$ cat src/rtl/calc_pkg.sv
// Shared calculator timing definitions: clock rate, default prescale,
// channel index map and the config FSM state type.
package calc_pkg;

    localparam int CLK_HZ           = 100_000_000;
    localparam int BASE_DIV_DEFAULT = 100_000;

    localparam int CH_DISPLAY  = 0;
    localparam int CH_DEBOUNCE = 1;
    localparam int CH_BLINK    = 2;
    localparam int CH_SAMPLE   = 3;

    typedef enum logic {
        IDLE  = 1'b0,
        APPLY = 1'b1
    } cfg_state_e;

endpackage

$ cat src/rtl/tick_scheduler_if.sv
// Channel configuration port. A write transfers on the clk edge where
// cfg_valid && cfg_ready are both high; the master holds cfg_ch, cfg_period
// and cfg_en stable while cfg_valid is high, and cfg_ready never depends
// combinationally on cfg_valid.
interface tick_scheduler_if #(
    parameter int N_CH = 4,
    parameter int CH_W = 16
) ();
    localparam int CH_IDX_W = $clog2(N_CH);

    logic                cfg_valid;
    logic                cfg_ready;
    logic [CH_IDX_W-1:0] cfg_ch;
    logic [CH_W-1:0]     cfg_period;
    logic                cfg_en;

    modport master (
        output cfg_valid, cfg_ch, cfg_period, cfg_en,
        input  cfg_ready
    );

    modport slave (
        input  cfg_valid, cfg_ch, cfg_period, cfg_en,
        output cfg_ready
    );
endinterface

$ cat src/rtl/tick_prescaler.sv
// Base prescaler: free-running 0..BASE_DIV-1 counter with a registered
// one-clk strobe, first high BASE_DIV clks after reset is released.
module tick_prescaler #(
    parameter int BASE_DIV = calc_pkg::BASE_DIV_DEFAULT
) (
    input  logic clk,
    input  logic rst,
    output logic base_tick
);
    localparam int              CNT_W = $clog2(BASE_DIV);
    localparam logic [CNT_W-1:0] LAST = CNT_W'(BASE_DIV - 1);

    logic [CNT_W-1:0] count_q, count_d;
    logic             base_tick_q, base_tick_d;

    // Next count wraps at LAST; the strobe registers the wrap cycle.
    always_comb begin
        count_d     = (count_q == LAST) ? '0 : count_q + 1'b1;
        base_tick_d = (count_q == LAST);
    end

    // Counter and strobe registers.
    always_ff @(posedge clk) begin
        if (rst) begin
            count_q     <= '0;
            base_tick_q <= 1'b0;
        end else begin
            count_q     <= count_d;
            base_tick_q <= base_tick_d;
        end
    end

    assign base_tick = base_tick_q;
endmodule

$ cat src/rtl/tick_scheduler.sv
// Multi-channel tick scheduler: each channel emits a one-clk strobe every
// P base ticks. Config writes are serialised by a small FSM so a channel
// is never rewritten in a cycle where it could advance.
module tick_scheduler
    import calc_pkg::*;
#(
    parameter int BASE_DIV = BASE_DIV_DEFAULT,
    parameter int N_CH     = 4,
    parameter int CH_W     = 16
) (
    input  logic             clk,
    input  logic             rst,
    tick_scheduler_if.slave  cfg,
    output logic             base_tick,
    output logic [N_CH-1:0]  tick,
    output logic [N_CH-1:0]  ch_active,
    output cfg_state_e       dbg_state
);
    localparam int CH_IDX_W = $clog2(N_CH);

    cfg_state_e          state_q;
    logic                cfg_ready_q;
    logic [CH_IDX_W-1:0] lat_ch_q;
    logic [CH_W-1:0]     lat_period_q;
    logic                lat_en_q;

    logic [CH_W-1:0] period_q [N_CH];
    logic [CH_W-1:0] period_d [N_CH];
    logic [CH_W-1:0] cnt_q    [N_CH];
    logic [CH_W-1:0] cnt_d    [N_CH];
    logic [N_CH-1:0] en_q, en_d;
    logic [N_CH-1:0] tick_q, tick_d;
    logic [N_CH-1:0] active_q, active_d;

    logic apply_now;
    logic lat_ch_ok;

    tick_prescaler #(.BASE_DIV(BASE_DIV)) u_prescaler (
        .clk       (clk),
        .rst       (rst),
        .base_tick (base_tick)
    );

    // The write waits out any base_tick cycle; an out-of-range channel
    // index completes the handshake but touches nothing.
    assign apply_now = (state_q == APPLY) && !base_tick;
    assign lat_ch_ok = (int'(lat_ch_q) < N_CH);

    // Config FSM: latch on transfer, then apply on the first quiet cycle.
    always_ff @(posedge clk) begin
        if (rst) begin
            state_q      <= IDLE;
            cfg_ready_q  <= 1'b1;
            lat_ch_q     <= '0;
            lat_period_q <= '0;
            lat_en_q     <= 1'b0;
        end else begin
            case (state_q)
                IDLE: begin
                    if (cfg.cfg_valid && cfg_ready_q) begin
                        lat_ch_q     <= cfg.cfg_ch;
                        lat_period_q <= cfg.cfg_period;
                        lat_en_q     <= cfg.cfg_en;
                        state_q      <= APPLY;
                        cfg_ready_q  <= 1'b0;
                    end
                end
                APPLY: begin
                    if (!base_tick) begin
                        state_q     <= IDLE;
                        cfg_ready_q <= 1'b1;
                    end
                end
            endcase
        end
    end

    // Per-channel next state: config write, idle hold, or base-tick count.
    always_comb begin
        for (int i = 0; i < N_CH; i++) begin
            period_d[i] = period_q[i];
            en_d[i]     = en_q[i];
            cnt_d[i]    = cnt_q[i];
            tick_d[i]   = 1'b0;
            active_d[i] = en_q[i] && (period_q[i] != '0);
            if (apply_now && lat_ch_ok && (int'(lat_ch_q) == i)) begin
                period_d[i] = lat_period_q;
                en_d[i]     = lat_en_q;
                cnt_d[i]    = '0;
            end else if (!active_d[i]) begin
                cnt_d[i] = '0;
            end else if (base_tick) begin
                if (cnt_q[i] == period_q[i] - 1'b1) begin
                    cnt_d[i]  = '0;
                    tick_d[i] = 1'b1;
                end else begin
                    cnt_d[i] = cnt_q[i] + 1'b1;
                end
            end
        end
    end

    // Channel registers.
    always_ff @(posedge clk) begin
        if (rst) begin
            for (int i = 0; i < N_CH; i++) begin
                period_q[i] <= '0;
                cnt_q[i]    <= '0;
            end
            en_q     <= '0;
            tick_q   <= '0;
            active_q <= '0;
        end else begin
            period_q <= period_d;
            cnt_q    <= cnt_d;
            en_q     <= en_d;
            tick_q   <= tick_d;
            active_q <= active_d;
        end
    end

    assign cfg.cfg_ready = cfg_ready_q;
    assign tick          = tick_q;
    assign ch_active     = active_q;
    assign dbg_state     = state_q;
endmodule
$ cat src/flat_wrapper.sv
// flat-port wrapper written by rule: the top's interface ports become plain ports
module tick_scheduler_flat import calc_pkg::*;
#(
    parameter int BASE_DIV = BASE_DIV_DEFAULT,
    parameter int N_CH     = 4,
    parameter int CH_W     = 16
)
  (clk, rst, base_tick, tick, ch_active, dbg_state, cfg_cfg_valid, cfg_cfg_ch, cfg_cfg_period, cfg_cfg_en, cfg_cfg_ready);
  tick_scheduler_if #(.N_CH(N_CH), .CH_W(CH_W)) cfg_i ();
  input  logic clk;
  input  logic rst;
  output logic base_tick;
  output logic [N_CH-1:0] tick;
  output logic [N_CH-1:0] ch_active;
  output cfg_state_e dbg_state;
  input wire logic [$bits(cfg_i.cfg_valid)-1:0] cfg_cfg_valid;
  input wire logic [$bits(cfg_i.cfg_ch)-1:0] cfg_cfg_ch;
  input wire logic [$bits(cfg_i.cfg_period)-1:0] cfg_cfg_period;
  input wire logic [$bits(cfg_i.cfg_en)-1:0] cfg_cfg_en;
  output wire logic [$bits(cfg_i.cfg_ready)-1:0] cfg_cfg_ready;
  assign cfg_i.cfg_valid = cfg_cfg_valid;
  assign cfg_i.cfg_ch = cfg_cfg_ch;
  assign cfg_i.cfg_period = cfg_cfg_period;
  assign cfg_i.cfg_en = cfg_cfg_en;
  assign cfg_cfg_ready = cfg_i.cfg_ready;
  tick_scheduler #(.BASE_DIV(BASE_DIV), .N_CH(N_CH), .CH_W(CH_W)) u_core (.clk(clk), .rst(rst), .cfg(cfg_i), .base_tick(base_tick), .tick(tick), .ch_active(ch_active), .dbg_state(dbg_state));
endmodule
$ cat config.mk
export PLATFORM = sky130hd
export DESIGN_NAME = tick_scheduler_flat
export DESIGN_NICKNAME = d
export VERILOG_FILES = /design/src/rtl/calc_pkg.sv /design/src/rtl/tick_scheduler_if.sv /design/src/rtl/tick_prescaler.sv /design/src/rtl/tick_scheduler.sv /design/src/flat_wrapper.sv
export SDC_FILE = /design/constraint.sdc
export NUM_CORES = 1
export LEC_CHECK = 0
export ABC_CLOCK_PERIOD_IN_PS = 3200
export CORE_MARGIN = 3
export CORE_UTILIZATION = 62
export CTS_CLUSTER_SIZE = 40
export DETAILED_ROUTE_END_ITERATION = 6
export GPL_TIMING_DRIVEN = 0
export PLACE_DENSITY = 0.81
export SETUP_SLACK_MARGIN = 0.02
export SYNTH_ARGS = -nofsm -noshare
export SYNTH_HDL_FRONTEND = slang
export SYNTH_SLANG_ARGS = --single-unit
$ cat constraint.sdc
create_clock -name clk -period 3.2 [get_ports clk]
set_clock_uncertainty 0.1 [all_clocks]
set_input_delay 0.48 -clock clk [delete_from_list [all_inputs] [get_ports clk]]
set_output_delay 0.48 -clock clk [all_outputs]
set_load 0.02 [all_outputs]
# Word level (Yosys, flattened, before mapping)
# Index checks and enable logic that the tools add are counted.
totals:
  register_bits: 179
classes:
  eq_ne: 10
  reduce_logical: 27
  add_sub_neg: 9
  mux: 14
  bitwise_logic: 6
ops:
  columns: ["cell", "n"]
  rows:
  - ["adder 16 x 1 -> 16 bit, second input constant", 4]
  - ["== test 16 bit", 4]
  - ["2-to-1 mux 16 bit", 4]
  - ["nonzero test 16 bit", 4]
  - ["subtractor 16 x 1 -> 16 bit, second input constant", 4]
  - ["adder 17 x 1 -> 17 bit, second input constant", 1]
  - ["== test 17 bit, second input constant", 1]
  - ["OR reduction 4 bit", 4]
  - ["OR reduction 3 bit", 4]
  - ["logical AND 1 bit", 10]
  - ["2-to-1 mux 1 bit", 8]
  - ["inverter 1 bit", 6]
  - ["== test 2 bit, second input constant", 2]
  - ["case mux 1 bit (2 select lines)", 2]
  - ["AND reduction 2 bit", 2]
  - ["== test 2 x 1 -> 1 bit, second input constant", 1]
  - ["zero test 2 bit", 1]
  - ["!= test 2 x 1 -> 1 bit, second input constant", 1]
  - ["!= test 2 bit, second input constant", 1]
  - ["OR reduction 2 bit", 1]
  - ["zero test 1 bit", 1]

# Logic depth before layout (Yosys ltp)
depth:
  word_depth: 4
  mapped_depth: 11
  depth_no_buf: 9

# Modules after synthesis
# From an unflattened synthesis, not the netlist that was laid out.
unflattened:
  hier_cells: 1169
  hier_area_um2: 9321.4
modules_own_cells:
  columns: ["module", "instances", "cells_each", "area_per_inst_um2"]
  rows:
  - ["tick_scheduler", 1, 1081, 8459.4]
  - ["tick_prescaler", 1, 88, 862.1]

# Worst setup path before layout
# Ideal clock, no wire load.
synth_path:
  kind: "register to register"
  startpoint: "register u_core.period_q[16] in the netlist's numbering"
  endpoint: "register u_core.cnt_q[22] in the netlist's numbering"
  setup_time_ns: 0.132
  stages_incl_launch_ff: 10
  setup_slack_ns: 0.386
  arrival_ns: 2.582
  required_ns: 2.968
  path_cell_list: "dfxtp_1 inv_1 ha_1 or4b_2 or2_2 o41ai_1 nand4_1 nor3_2 buf_2 nor3_1"
synth_between:
  elab_chain_cells: 4
synth_lines:
  columns: ["item", "line_no", "source"]
  rows:
  - ["start, declared", "tick_scheduler.sv:27", "logic [CH_W-1:0] period_q [N_CH];"]
  - ["start signal, assigned", "tick_scheduler.sv:114", "period_q <= period_d;"]
  - ["parallel branches: the longest is 4 deep, another holds subtractor 16 x 1 -> 16 bit", null, null]
  - ["end signal, assigned", "tick_scheduler.sv:115", "cnt_q <= cnt_d;"]
  - ["end, declared", "tick_scheduler.sv:29", "logic [CH_W-1:0] cnt_q [N_CH];"]
# Parallel ways; which one is timed is not known.
# A chain may end at the register's enable or synchronous reset.

# Worst setup path in the final report
layout_path:
  startpoint: "register u_core.period_q[16] in the netlist's numbering"
  endpoint: "register u_core.cnt_q[23] in the netlist's numbering"
# Same word-level chain as after synthesis.

==> results_dict.tcl <==
set metrics [dict create \
    synth_common_cells "nand2_1, dfxtp_1, a21oi_1" \
    post_drt_wl_per_cell_um 16.4 \
    fin_area_um2 10600 \
    die_area_um2 16500 \
    stdcell_count 1414 \
    yosys.area.top_type "dfxtp_1" \
    fin_crit_sh_pct 95.1 \
    die_y_um 128 \
    die_w_um 128 \
    areaGrowthSynthToFinish_pct 13.9 \
    top_usage_layer "met2" \
    drtIter0Drc 791 \
    start_util_pct 63.7 \
    synth_most_common_cell "nand2_1" \
    placed_cells 1381 \
    routed_wl_um 23300 \
    yosys_warnings 0 \
    avgViaCountPerCell 5.92 \
    clock-sinks 179 \
    met3_usage_pct 4.19 \
    crit_path_end_kind "flop" \
    num-nets-final 1249 \
    utilization_pct 72.5 \
    yosysSeqAreaShare_pct 38.6 \
    coreArea_um2 14600 \
    rsz0062_at_grt "no" \
    arrival_ns 3.24 \
    synth-edff-count 0 \
    h-tree-depth 4 \
    diodes 0 \
    tightestPinTransition_ns 1.31 \
    cts_tree "yes" \
    synth_flop_cell "dfxtp_1" \
    grt.total_usage_pct 28.4 \
    vias 8367 \
    syn_area_um2 9290 \
    crit_type "flop to flop" \
    met1_usage_pct 37.6 \
    drc 0 \
    hold_viol_final 0 \
    grt_max_degree 17 \
    slowest_delay_ns 0.64 \
    required_ns 3.39 \
    grt_first_pass_wirelength_um 37900 \
    start_kind "flop" \
    cts_max_path_buffers 2 \
    io_buffers 32 \
    synth_top_area_share_pct 38.6 \
    critPathSlowestCell "or4b_2" \
    root_buffer "clkbuf_16" \
    ios 33 \
    finalMaxSlewViolations 0 \
    ctsHoldBuffers 0 \
    dp_hpwl_um 16400 \
    cts_made_buffers 17 \
    power_density_nw_per_um2 453 \
    setup_viol 0 \
    cts.reportedPaths.clkPinSlew_ns 0.06 \
    cp_top_family "simple AND/OR/NAND/NOR gates" \
    grt_pass1_vias 7798 \
    leakage_nw 3.57 \
    slew-limit-headroom_pct 12.5 \
    syn-num-nets 1196 \
    path_max_fanout 10 \
    ir_drop_mv 0.470 \
    avgSynthCellArea_um2 7.97 \
    synth_cell_types 61 \
    place_congestion 0.899 \
    synth-seq-cells 179 \
    grt_util_met2_pct 47.2 \
    crit_path_cell_trace "inv_1 > ha_1 > or4b_2 > or2_2 > o41ai_4 > nand4_1 > nor3_4 > buf_4 > nor3_1" \
    synth_area_leaders "dfxtp_1, nand2_1, xnor2_1" \
    period_minus_slack_ns 3.04 \
    postSynth.asyncResetShare_pct 0 \
    antenna_left 0 \
    antenna_found_initial 0 \
    rows 44 \
    status "complete, no violations" \
    drive_above_1_share_pct 6.50 \
    place_area_um2 9840 \
    worst-path-buf-inv 2 \
    max_cap_viol_count 0 \
    min_path_type "flop to flop" \
    grt.overflow.total 0 \
    fmax_mhz 329 \
    syn_inst 1165 \
    clk-insertion-delay-late_ns 0.43 \
    firstDrtPassIters 6 \
]
[final timing paths]
| path | cells past startpoint | to | slack (ns) | startpoint |
|---|---|---|---|---|
| max reg2reg | 9 | u_core.cnt_q[23] | 0.16 | u_core.period_q[16] |
| min reg2reg | 2 | u_core.en_q[2] | 0.36 | u_core.en_q[2] |
| max | 9 | u_core.cnt_q[23] | 0.16 | u_core.period_q[16] |
| min | 2 | u_core.en_q[2] | 0.36 | u_core.en_q[2] |
[timing repair]
action / in CTS / in global routing
pin swaps: 0 / 3
resized for setup: 5 / 10
setup endpoints to repair: 22 / 32
setup buffers: 0 / 2
endpoints found under the hold margin: 0 / 0
[per-layer routing]
metal | routed length, um | part of all wire (%) | up-vias
li1 | - | - | 4166
met1 | 10000 | 43 | 3912
met2 | 11100 | 48 | 239
met3 | 1390 | 6.0 | 50
met4 | 705 | 3.0 | 0
met5 | 0 | 0 | -
[report_power, final]
group          internal, mW  switching, mW  total [mW]
clock network          1.40          0.873        2.27
registers              2.25         0.0454        2.30
logic                0.0881          0.131       0.219
total                  3.74           1.05        4.79
[sequential cells by signal, summed over array words and instances (netlist names), 2 cells and up]
signal	flops
u_core.lat_ch_q	2
u_core.en_q	4
u_core.tick	4
u_core.lat_period_q	16
u_core.ch_active	4
u_core.period_q	64
u_core.u_prescaler.count_q	17
u_core.cnt_q	64
[final cells by class]
type                            instances  area, um^2
Buffer                                 56         241
Clock buffer                           18         439
Clock inverter                         13         208
Fill cell                            1136        4010
Inverter                               30         113
Multi-Input combinational cell        900        5430
Sequential cell                       179        3580
Tap cell                              184         230
Timing Repair Buffer                   34         335
[kinds of logic (layout without fill, tap and decap cells)]
logic type	count (synthesis)	after routing	synth area share, %
multiplexers	13	13	1.47
flip-flops	179	179	38.6
adder cells (fa/ha/maj)	9	9	1.21
AO/OA/AOI/OAI	168	168	10.7
AND/OR/NAND/NOR	566	566	30.7
XOR/XNOR	144	144	13.6
buffers and inverters	86	151	3.76
[tightest hold or removal path: cells and delay by family, from the launching register on]
family | cells | cell delay [ns]
AO/OA/AOI/OAI | 1 | 0.05
AND/OR/NAND/NOR | 1 | 0.05
flip-flops | 1 | 0.31
[cells in the final DEF (no fill, tap or decap), types with 3 or more instances in the layout]
master / n
a21oi_1: 106
a31oi_1: 7
and2_1: 5
and3_1: 19
and4_1: 6
buf_4: 3
bufinv_16: 5
clkbuf_1: 49
clkbuf_16: 17
clkdlybuf4s50_1: 32
clkinvlp_4: 4
dfxtp_1: 179
ha_1: 9
inv_1: 30
mux2_2: 5
mux2i_1: 8
nand2_1: 233
nand2b_1: 7
nand3_1: 27
nand3b_1: 3
nand4_1: 37
nand4b_1: 5
nor2_1: 52
nor2b_1: 7
nor3_1: 73
nor3_2: 13
nor3b_1: 12
nor4_1: 23
o2111ai_1: 3
o211ai_1: 3
o21a_1: 4
o21ai_0: 14
o22ai_1: 7
o311ai_0: 4
or2_2: 6
or3_1: 12
or3b_2: 3
or4_1: 8
xnor2_1: 80
xor2_1: 64
[stage by stage]
step	TNS [ns]	setup slack [ns]	power, mW	hold slack (ns)
after floorplan	0	0.386	2.46	0.330
after global placement	-0.546	-0.0538	2.55	0.343
after detailed placement	-1.05	-0.112	2.55	0.353
after CTS	0	0.0379	4.79	0.363
after global routing	0	0.0189	4.93	0.385
final	0	0.156	4.79	0.358
Note: power is estimated with default switching activity, not from simulation.
